`config.mk`:
```
export PLATFORM = sky130hd
export DESIGN_NAME = alu_issue_ctrl
export DESIGN_NICKNAME = d
export VERILOG_FILES = /design/src/rtl/alu_issue_ctrl.sv
export SDC_FILE = /design/constraint.sdc
export NUM_CORES = 1
export LEC_CHECK = 0
export BUFFER_PORTS_ARGS = -buffer_cell sky130_fd_sc_hd__buf_2
export CAP_MARGIN = 20
export CORE_AREA = 4 4 103 105
export CTS_CLUSTER_SIZE = 10
export DETAILED_ROUTE_END_ITERATION = 10
export DIE_AREA = 0 0 107 109
export MAX_ROUTING_LAYER = met4
export PLACE_DENSITY = 0.62
export SLEW_MARGIN = 20
export SYNTH_ARGS = -nofsm -noshare
export SYNTH_HDL_FRONTEND = slang
export SYNTH_SLANG_ARGS = --single-unit
```
`constraint.sdc`:
```
create_clock -name clk -period 2.45 [get_ports clk]
set_input_delay 0.245 -clock clk [delete_from_list [all_inputs] [get_ports clk]]
set_output_delay 0.245 -clock clk [all_outputs]
set_load 0.005 [all_outputs]
```
`src/rtl/alu_issue_ctrl.sv`:
```
// alu_issue_ctrl: buffers ALU requests in a 4-entry FIFO, issues them one at
// a time to an external 4-bit combinational ALU, and holds each captured
// result until the downstream side accepts it.
module alu_issue_ctrl (
  input  logic       clk,
  input  logic       rst_n,
  input  logic       in_valid,
  output logic       in_ready,
  input  logic [3:0] in_a,
  input  logic [3:0] in_b,
  input  logic [2:0] in_op,
  output logic [3:0] alu_a,
  output logic [3:0] alu_b,
  output logic [2:0] alu_op,
  input  logic [3:0] alu_y,
  input  logic       alu_carry,
  output logic       out_valid,
  input  logic       out_ready,
  output logic [3:0] out_y,
  output logic       out_carry,
  output logic       out_illegal,
  output logic [7:0] op_count
);

  typedef enum logic [1:0] {
    IDLE   = 2'd0,
    ISSUE  = 2'd1,
    RESULT = 2'd2
  } state_t;

  state_t      state_r;
  logic [10:0] fifo_mem_r [0:3];
  logic [1:0]  wr_ptr_r;
  logic [1:0]  rd_ptr_r;
  logic [2:0]  count_r;

  logic        push_s;
  logic        pop_s;
  logic        fifo_empty_s;
  logic [10:0] head_s;

  // in_ready depends on the registered count only, so a same-cycle pop
  // never opens a slot for a push into a full FIFO.
  assign in_ready = (count_r != 3'd4);

  // Push/pop decisions; pop is taken when the FSM is ready to load the ALU.
  always_comb begin
    push_s       = in_valid && (count_r != 3'd4);
    fifo_empty_s = (count_r == 3'd0);
    head_s       = fifo_mem_r[rd_ptr_r];
    pop_s        = 1'b0;
    case (state_r)
      IDLE:    pop_s = !fifo_empty_s;
      RESULT:  pop_s = out_ready && !fifo_empty_s;
      default: pop_s = 1'b0;
    endcase
  end

  // FIFO storage, pointers (wrap modulo 4) and occupancy count.
  always_ff @(posedge clk or negedge rst_n) begin
    if (!rst_n) begin
      for (int i = 0; i < 4; i++) begin
        fifo_mem_r[i] <= 11'd0;
      end
      wr_ptr_r <= 2'd0;
      rd_ptr_r <= 2'd0;
      count_r  <= 3'd0;
    end else begin
      if (push_s) begin
        fifo_mem_r[wr_ptr_r] <= {in_a, in_b, in_op};
        wr_ptr_r             <= wr_ptr_r + 2'd1;
      end
      if (pop_s) begin
        rd_ptr_r <= rd_ptr_r + 2'd1;
      end
      case ({push_s, pop_s})
        2'b10:   count_r <= count_r + 3'd1;
        2'b01:   count_r <= count_r - 3'd1;
        default: count_r <= count_r;
      endcase
    end
  end

  // Issue FSM: loads the ALU operands, captures the ALU result one edge
  // later, then holds it until downstream accepts.
  always_ff @(posedge clk or negedge rst_n) begin
    if (!rst_n) begin
      state_r     <= IDLE;
      alu_a       <= 4'd0;
      alu_b       <= 4'd0;
      alu_op      <= 3'd0;
      out_valid   <= 1'b0;
      out_y       <= 4'd0;
      out_carry   <= 1'b0;
      out_illegal <= 1'b0;
      op_count    <= 8'd0;
    end else begin
      case (state_r)
        IDLE: begin
          if (pop_s) begin
            alu_a   <= head_s[10:7];
            alu_b   <= head_s[6:3];
            alu_op  <= head_s[2:0];
            state_r <= ISSUE;
          end else begin
            state_r <= IDLE;
          end
        end
        ISSUE: begin
          out_y       <= alu_y;
          out_carry   <= alu_carry;
          out_illegal <= (alu_op == 3'b111);
          out_valid   <= 1'b1;
          state_r     <= RESULT;
        end
        RESULT: begin
          if (out_ready) begin
            out_valid <= 1'b0;
            op_count  <= op_count + 8'd1;
            if (pop_s) begin
              alu_a   <= head_s[10:7];
              alu_b   <= head_s[6:3];
              alu_op  <= head_s[2:0];
              state_r <= ISSUE;
            end else begin
              state_r <= IDLE;
            end
          end else begin
            state_r <= RESULT;
          end
        end
        default: begin
          out_valid <= 1'b0;
          state_r   <= IDLE;
        end
      endcase
    end
  end

endmodule

```
[Word level (Yosys, flattened, before mapping)]
Index checks and enable logic that the tools add are counted.
Storage, ports and cells
  register bits: 79
  output and inout port bits: 27
  logic and storage cells: 67
  input port bits: 20
Cells by class
  add/subtract/negate cells: 5
  bitwise logic cells: 3
  multiplexer cells: 22
  eq/ne operators: 7
  order comparisons: 3
  reduce and logical (&&, ||, !) cells: 11
Operators by type and width (number)
  bitwise mux 44 bit: 1
  two-way mux 11 bit: 3
  binary-select mux 11 bit (select 2 bit): 1
  demux 11 bit (select 2 bit): 1
  two-way mux 4 bit: 4
  case mux 4 bit (2 select lines): 2
  case mux 3 bit (2 select lines): 2
  adder 8 x 1 -> 8 bit, second input constant: 1
  greater-or-equal comparator 3 bit, second input constant: 2
  two-way mux 3 bit: 2
  inverter 2 -> 3 bit: 2
  case mux 2 bit (3 select lines): 1
  AND reduction 2 bit: 3
  adder 2 x 1 -> 2 bit, second input constant: 2
  == test 2 x 1 -> 1 bit, second input constant: 2
  == test 2 bit, second input constant: 2
  nonzero test 2 bit: 2
  adder 3 x 1 -> 3 bit, second input constant: 1
  == test 3 bit, second input constant: 1
  logical AND 1 bit: 3
  logical NOT 3 bit: 1
  < comparator 3 x 1 -> 1 bit, second input constant: 1
  inequality test 3 bit, second input constant: 1
  case mux 1 bit (3 select lines): 1
  other kinds (8): 9

[Depth between registers and ports, before layout]
Gate-level depths: netlist (run 1).
  word-level depth: 7
  depth in mapped cells: 9

[Worst setup path before layout (run 1)]
OpenSTA, ideal clock, no wires.
  path kind: register to register
  from: register count_r[0]
  to: register count_r[2]
  clock period less this slack: 2101 ps
  path slack: 349 ps
  path buffers: 1
  setup time: 79 ps
  cell stages (with the launch flop): 10
  arrival: 2022 ps
  cells stage by stage: dfrtp_1 -> or3b_1 -> buf_6 -> nand2_1 -> ha_1 -> inv_1 -> fa_1 -> xor2_1 -> nor2_1 -> xor2_1
RTL lines
  from (decl): RTL line 35  | logic [2:0] count_r;
  from (signal assigned): RTL line 77  | 2'b10: count_r <= count_r + 3'd1;
  from (signal assigned): RTL line 78  | 2'b01: count_r <= count_r - 3'd1;
  from (signal assigned): RTL line 79  | default: count_r <= count_r;
  inequality test 3 bit *
  net in_ready: RTL line 8  | output logic in_ready,
  logical AND 1 bit *: RTL line 48  | push_s = in_valid && (count_r != 3'd4);
  == test 2 x 1 -> 1 bit or == test 2 bit (tied branches): RTL line 76  | case ({push_s, pop_s})
  case mux 3 bit (2 select lines) or nonzero test 2 bit (tied branches)
The timed path passes the listed nets; every way through them passes the cells marked *.
A chain may end at the register's enable or synchronous reset.

[Worst setup path after layout (run 1)]
  from: register count_r[0]
  to: register count_r[2]
Between the ends
  longest elaborated chain between the ends: 6
Ends and longest elaborated chain
  logical NOT 3 bit: RTL line 49  | fifo_empty_s = (count_r == 3'd0);
  logical NOT 1 bit: RTL line 53, 54
  logical AND 1 bit: RTL line 54  | RESULT: pop_s = out_ready && !fifo_empty_s;
  case mux 1 bit (2 select lines): RTL line 52  | case (state_r)
  == test 2 x 1 -> 1 bit or == test 2 bit (tied branches): RTL line 76
  case mux 3 bit (2 select lines) or nonzero test 2 bit (tied branches)
Parallel ways exist; a longest one is shown, timed or not.

==> impl_metrics.py, run 1 <==
metrics = {
    "routing": {
        "highest_layer": "met4",
        "viasPerCell": 4.649,
        "vias": 1920,
        "wl_met3_um": 242,
        "ant_nets": 0,
        "drtIter0Drc": 78,
        "drc": 0,
        "first_pass_iters": 4,
        "met2_length_mm": 2.803,
        "routedWlPerCell_um": 15.20,
        "wl_mm": 6.279,
        "drt-met1-wl_mm": 3.129,
    },
    "sta": {
        "clock-skew-final_ns": 0.01571,
        "holdWs_ns": 0.1283,
        "tightest_slew_ns": 0.6064,
        "slew_headroom_pct": 59.49,
        "fin_crit_ns": 2.110,
        "hold_viol_final": 0,
        "setup_tns_ns": 0,
        "rsz0062_at_grt": "false",
        "fmaxAchievable_ghz": 0.4739,
        "setup_violations": 0,
        "post-route-period-util_pct": 86.12,
        "drv_slew": 0,
    },
    "pwr": {
        "seq_power_share_pct": 41.3,
        "p_clk_share_pct": 19.1,
        "netSwitchingPower_w": 0.001746,
        "switching_share_pct": 30.04,
        "internal_power_w": 0.004066,
        "comb_power_share_pct": 39.6,
        "leakagePower_nw": 2.095,
        "ir_drop_mv": 0.4240,
        "power.density_nw_per_um2": 1359,
        "total_power_w": 0.005812,
    },
    "global_route": {
        "grt_pass1_vias": 1997,
        "grtUsageTotal_pct": 12.22,
        "grt_pass1_wl_mm": 10.56,
        "antenna_found_initial": 0,
        "grt_start_max_net_pins": 46,
        "grt_overflow_total": 0,
    },
    "cts": {
        "clk_latency_ns": 0.35,
        "clk_pin_slew_worst_paths_ns": 0.09,
        "numCtsBuffers": 9,
        "clock-sinks": 79,
        "cts_tree": "built",
        "htreeDepth": 3,
        "clock_path_buffers": 2,
        "post-cts-setup-buffers": 0,
        "cts-root-buf": "clkbuf_8",
    },
    "worst_setup_path": {
        "crit_required_ns": 2.72,
        "slowest_delay_ns": 0.42,
        "crit_top_cell": "xor2_1",
        "path_cells": "or3b_1, nand2_1, ha_1, inv_1, fa_1, xor2_1, nor2_1, xor2_1",
        "r2r_slack_ns": 0.34,
        "r2r-end": "count_r[2]",
        "critPathKind": "flip-flop to flip-flop",
        "critPathCaptureType": "flip-flop",
        "worst-path-buf-inv": 1,
        "crit_start": "count_r[0]",
        "path_delay_family": "simple AND/OR/NAND/NOR gates",
        "cp_max_fo": 4,
        "cp.arrival_ns": 2.38,
        "reg2regPathDepth": 8,
        "crit_cells": 8,
        "reg2reg_from": "count_r[0]",
        "critPathSlowestCell": "dfrtp_1",
        "start_kind": "flip-flop",
    },
    "hold_path": {
        "hp-class": "input port to flip-flop",
        "min-delay-start": "alu_y[0]",
        "min_path_cells": 2,
        "hold_end": "out_y[0]",
    },
    "synthesis": {
        "netlist_area_um2": 3726,
        "async_flop_share_pct": 100.0,
        "yosysWarnings": 0,
        "syn_inst": 222,
        "yosysSeqAreaShare_pct": 53.06,
        "synth_fp_nets": 249,
        "ys.flop_type": "dfrtp_1",
        "syn_area_per_cell_um2": 16.78,
        "ys_types": 30,
        "synth_edf_count": 0,
        "ys_ff_latch": 79,
    },
    "finish": {
        "fillerInstances": 879,
        "nets": 302,
        "areaGrowthSynthToFinish_pct": 14.74,
        "fin_area_um2": 4275,
        "antennaDiodeCount": 0,
        "drive_gt1_share_pct": 47.86,
    },
    "die": {
        "die_h_um": 109,
        "num_rows": 36,
        "start_util_pct": 38.66,
        "fp.dieW_um": 107,
        "dieArea_um2": 11660,
        "io_pins": 47,
        "core_um2": 9639,
    },
    "place": {
        "finalWeightedCongestion": 0.7197,
        "detailed_place_hpwl_mm": 4.239,
        "placed_cell_area_um2": 4036,
        "numPortBuffers": 46,
    },
    "job": {
        "drv_cap": 0,
    },
    "run_status": {
        "outcome": "completed",
    },
}
-- worst max path at each step --
stage	end	slack, ns
finish	count_r[2]	0.34
detailed placement	count_r[2]	0.38
CTS	count_r[2]	0.33
floorplan	count_r[2]	0.35
global placement	count_r[2]	0.43
global route	count_r[2]	0.21
-- per-layer routing --
layer / track usage, % / vias up
met4: 5.205 / 0
li1: - / 907
met3: 2.664 / 11
met1: 16.61 / 959
met2: 17.76 / 43
met5: - / -
-- layout make-up --
cell class	count	area [um^2]	area share [%]
inverter	6	22.52	0.5268
multi-input combinational	127	1600	37.43
tap	133	166.4	3.892
timing repair buffer	52	280.3	6.555
sequential	79	1977	46.24
clock inverter	6	91.34	2.136
clock buffer	10	137.6	3.219
-- timing repair --
| item | in CTS | in global routing |
|---|---|---|
| gates resized for setup | 0 | 0 |
| hold buffers | 1 | 0 |
| hold endpoints to repair | 43 | 0 |
-- Yosys cell counts, types with 2 or more instances --
cell / n / area [um^2]
nor3_1: 4 / 20.02
buf_12: 4 / 80.08
mux2_2: 20 / 225.2
buf_6: 3 / 33.78
nor2b_1: 2 / 12.51
xnor2_1: 6 / 52.55
dfrtp_1: 79 / 1977
nand2_1: 8 / 30.03
mux2_4: 41 / 615.6
nor2_1: 2 / 7.510
nand3_4: 4 / 70.07
mux4_1: 11 / 289.0
xor2_1: 7 / 61.31
o21ai_0: 2 / 10.01
inv_1: 6 / 22.52
nand4_1: 3 / 18.77
clkbuf_1: 2 / 7.510
ha_1: 6 / 75.07
-- kinds of logic after synthesis --
| logic type | Yosys count | synth area share [%] |
|---|---|---|
| fa+ha+maj | 7 | 2.552 |
| buf+inv | 16 | 3.996 |
| flops | 79 | 53.06 |
| simple gates | 30 | 6.078 |
| compound gates | 4 | 0.6718 |
| mux | 73 | 30.59 |
| xor+xnor | 13 | 3.056 |
-- placed cells by master, fill, tap and decap left out, types with 2 or more instances in the layout --
cell and n:
mux2_4 41, o21ai_0 2, mux4_1 11, nand3_4 4
nor3_1 4, xnor2_1 6, bufinv_16 2, nand4_1 3
clkbuf_8 10, buf_4 6, inv_1 6, nor2_1 2
ha_1 6, buf_2 45, nor2b_1 2, xor2_1 7
dfrtp_1 79, nand2_1 8, mux2_2 20, inv_6 2
-- through the flow --
step           utilization [%]  setup slack, ns  instances
2_1_floorplan                -           0.3485        222
3_3_place_gp             41.87           0.4329        396
3_5_place_dp             41.87           0.3784        396
4_1_cts                  44.35           0.3338        413
5_1_grt                  44.35           0.2114        413
6_report                 44.35           0.3399        413
-- sequential cells by signal, indices dropped and copies added, names as in the netlist --
| register | cells |
|---|---|
| alu_op | 3 |
| out_illegal | 1 |
| alu_a | 4 |
| fifo_mem_r | 44 |
| count_r | 3 |
| wr_ptr_r | 2 |
| alu_b | 4 |
| out_y | 4 |
| rd_ptr_r | 2 |
| state_r | 2 |
| out_valid | 1 |
| out_carry | 1 |
| op_count | 8 |
-- power by group through the flow --
stage	clock, W	combinational, W	sequential (W)
detailed placement	0	0.00235	0.00242
floorplan	0	0.00198	0.00229
CTS	0.00114	0.00235	0.00240
global route	0.00120	0.00252	0.00250
global placement	0	0.00230	0.00240
finish	0.00111	0.00230	0.00240
(Power assumes the default switching activity.)
==> inputs of run 2 (changes only) <==
--- a/config.mk
+++ b/config.mk
@@ -5,12 +5,13 @@
 export SDC_FILE = /design/constraint.sdc
 export NUM_CORES = 1
 export LEC_CHECK = 0
+export ABC_AREA = 1
 export BUFFER_PORTS_ARGS = -buffer_cell sky130_fd_sc_hd__buf_2
 export CAP_MARGIN = 20
-export CORE_AREA = 4 4 103 105
+export CORE_AREA = 4 4 102 104
 export CTS_CLUSTER_SIZE = 10
 export DETAILED_ROUTE_END_ITERATION = 10
-export DIE_AREA = 0 0 107 109
+export DIE_AREA = 0 0 106 108
 export MAX_ROUTING_LAYER = met4
 export PLACE_DENSITY = 0.62
 export SLEW_MARGIN = 20
==> impl_metrics.py, run 2 <==
metrics = {
    "run_status": {
        "outcome": "completed",
    },
    "cts": {
        "cts_tree": "built",
        "htreeDepth": 3,
        "numCtsBuffers": 9,
        "clk_latency_ns": 0.35,
        "clock_path_buffers": 2,
        "clk_pin_slew_worst_paths_ns": 0.08,
        "post-cts-setup-buffers": 0,
        "cts-root-buf": "clkbuf_8",
        "clock-sinks": 79,
    },
    "finish": {
        "fillerInstances": 975,
        "antennaDiodeCount": 0,
        "areaGrowthSynthToFinish_pct": 14.90,
        "stdcell_count": 605,
        "top_regs": "fifo_mem_r (44), op_count (8)",
        "nets": 494,
        "largest_register": "fifo_mem_r",
        "drive_gt1_share_pct": 17.16,
        "final_cell_mix": "134 x nand2_1, 79 x dfrtp_1, 45 x buf_2, 41 x o21ai_0, 40 x inv_1",
        "final_common_cell": "nand2_1",
        "multi_input_area_um2": 1363,
        "seq_area_um2": 1977,
        "largest_reg_flops": 44,
    },
    "synthesis": {
        "yosysMostFrequentCell": "nand2_1",
        "syn_area_per_cell_um2": 8.556,
        "ys.flop_type": "dfrtp_1",
        "synth_compound_area_share_pct": 13.15,
        "synth_commonest_cells": "134 x nand2_1, 79 x dfrtp_1, 41 x o21ai_0",
        "synthAdderAreaFrac_pct": 2.609,
        "synth_top_cell_by_area": "dfrtp_1",
        "syn_inst": 426,
        "synthXorXnorAreaFrac_pct": 1.682,
        "ys_types": 25,
        "synth_edf_count": 0,
        "synth_mux_area_share_pct": 0,
        "yosysSeqAreaShare_pct": 54.24,
        "ys_ff_latch": 79,
        "synth_simple_gate_area_share_pct": 19.95,
        "yosysTopAreaCellShare_pct": 54.24,
        "netlist_area_um2": 3645,
        "synth_fp_nets": 453,
        "yosysWarnings": 0,
        "async_flop_share_pct": 100.0,
        "synth_area_leaders": "dfrtp_1 54%, nand2_1 14%, o21ai_0 5.6%",
        "synth_top_family_by_area": "simple AND/OR/NAND/NOR gates",
    },
    "routing": {
        "drc": 0,
        "first_pass_iters": 5,
        "viasPerCell": 4.752,
        "wl_mm": 7.877,
        "drtIter0Drc": 138,
        "vias": 2875,
        "routedWlPerCell_um": 13.02,
        "ant_nets": 0,
    },
    "global_route": {
        "grt_pass1_vias": 2799,
        "antenna_found_initial": 0,
        "grtUsageTotal_pct": 15.17,
        "grt_overflow_total": 0,
        "grt_start_max_net_pins": 80,
        "grt_pass1_wl_mm": 13.33,
    },
    "die": {
        "io_pins": 47,
        "start_util_pct": 38.17,
        "num_rows": 36,
        "core_um2": 9549,
        "dieArea_um2": 11450,
        "die_h_um": 108,
        "fp.dieW_um": 106,
    },
    "sta": {
        "post-route-period-util_pct": 82.39,
        "fmaxAchievable_ghz": 0.4954,
        "tightest_slew_ns": 0.8925,
        "slew_headroom_pct": 40.43,
        "drv_slew": 0,
        "fin_crit_ns": 2.019,
        "hold_viol_final": 0,
        "setup_violations": 0,
        "clock-skew-final_ns": 0.005879,
        "setup_tns_ns": 0,
        "rsz0062_at_grt": "false",
    },
    "pwr": {
        "power.density_nw_per_um2": 1311,
        "leakagePower_nw": 2.090,
        "internal_power_w": 0.003319,
        "comb_power_share_pct": 39.1,
        "seq_power_share_pct": 41.0,
        "ir_drop_mv": 0.4141,
        "p_clk_share_pct": 19.9,
        "switching_share_pct": 39.53,
        "netSwitchingPower_w": 0.002170,
    },
    "place": {
        "numPortBuffers": 46,
        "finalWeightedCongestion": 0.7871,
        "detailed_place_hpwl_mm": 5.174,
        "place_inst": 588,
    },
    "worst_setup_path": {
        "critPathCaptureType": "flip-flop",
        "critPathSlowestCell": "dfrtp_1",
        "cp_max_fo": 10,
        "path_delay_family": "simple AND/OR/NAND/NOR gates",
        "crit_start": "count_r[0]",
        "critPathKind": "flip-flop to flip-flop",
        "cp.arrival_ns": 2.29,
        "start_kind": "flip-flop",
        "slowest_delay_ns": 0.40,
        "r2r_slack_ns": 0.43,
        "reg2reg_from": "count_r[0]",
        "path_cells": "inv_2, nand3_2, nand2_2, ha_1, inv_1, fa_1, or2_2, nand2_1, xor2_1",
        "worst-path-buf-inv": 2,
        "crit_required_ns": 2.73,
    },
    "hold_path": {
        "hp-class": "input port to flip-flop",
        "min-delay-start": "alu_y[1]",
    },
    "job": {
        "drv_cap": 0,
    },
}
-- run 2: cell count changes after synthesis, sizes merged, moves of 17 or more --
cell	previous run	this run
a21oi	0	24
inv	6	44
mux2	61	0
nand2	8	135
nand3	5	22
o21ai	2	71
-- run 2: worst paths after layout --
path / endpoint / depth (start not counted)
max: count_r[2] / 9
min: out_y[1] / 3
max reg2reg: count_r[2] / 9
min reg2reg: out_carry / 2
max in group asynchronous: fifo_mem_r[5] / 3
min in group asynchronous: out_y[2] / 3
-- run 2: kinds of logic after synthesis --
group	Yosys count
AO/OA/AOI/OAI	95
AND/OR/NAND/NOR	173
flip-flops	79
XOR/XNOR	7
buffers and inverters	65
adder cells (fa/ha/maj)	7
-- run 2: timing repair --
item                      in CTS  in global routing
hold buffers                   1                  0
hold endpoints to repair      79                  0
gates resized for setup        0                  0
-- run 2: metal layers --
metal  vias up  part of all wire, %  global-route usage, %
met4         0                 0.95                  4.903
li1       1444                    -                      -
met3         7                  6.8                  3.821
met5         -                    0                      -
met1      1346                   47                  19.94
met2        78                   46                  23.22
-- run 2: final cells by class --
cell class | count | share of cell area (%)
flip-flops and latches | 79 | 47.21
multi-input cells | 282 | 32.54
clock inverters | 5 | 1.912
clock buffers | 11 | 3.615
well taps | 133 | 3.974
inverters | 44 | 3.944
repair buffers | 51 | 6.812
-- run 2: worst register-to-register path, delay by kind of cell, from the launching register on --
kind                       cells  cell delay (ns)
buffers and inverters          2             0.16
DFF                            1             0.40
adders and majority gates      2             0.57
xor gates and xnor gates       1             0.14
and+or+nand+nor                4             0.68
-- run 2: power groups by stage --
stage                     Combinational [W]  Clock (W)  Sequential, W
after floorplan                     0.00161          0        0.00221
after global placement              0.00212          0        0.00226
after global routing                0.00252    0.00119        0.00233
final                               0.00214    0.00109        0.00225
after CTS                           0.00219    0.00113        0.00225
after detailed placement            0.00218          0        0.00228
-- run 2: through the flow --
| stage | power [W] | hold slack, ns | utilization [%] | setup slack, ns | area (um^2) |
|---|---|---|---|---|---|
| 3_3_place_gp | 0.004379 | 0.3050 | 41.33 | 0.5110 | 3946 |
| 3_5_place_dp | 0.004455 | 0.3040 | 41.33 | 0.4392 | 3946 |
| 5_1_grt | 0.006034 | 0.09978 | 43.85 | 0.2779 | 4188 |
| 2_1_floorplan | 0.003819 | -0.05059 | - | 0.3991 | 3645 |
| 4_1_cts | 0.005572 | 0.08070 | 43.85 | 0.4100 | 4188 |
| 6_report | 0.005488 | 0.09525 | 43.85 | 0.4314 | 4188 |
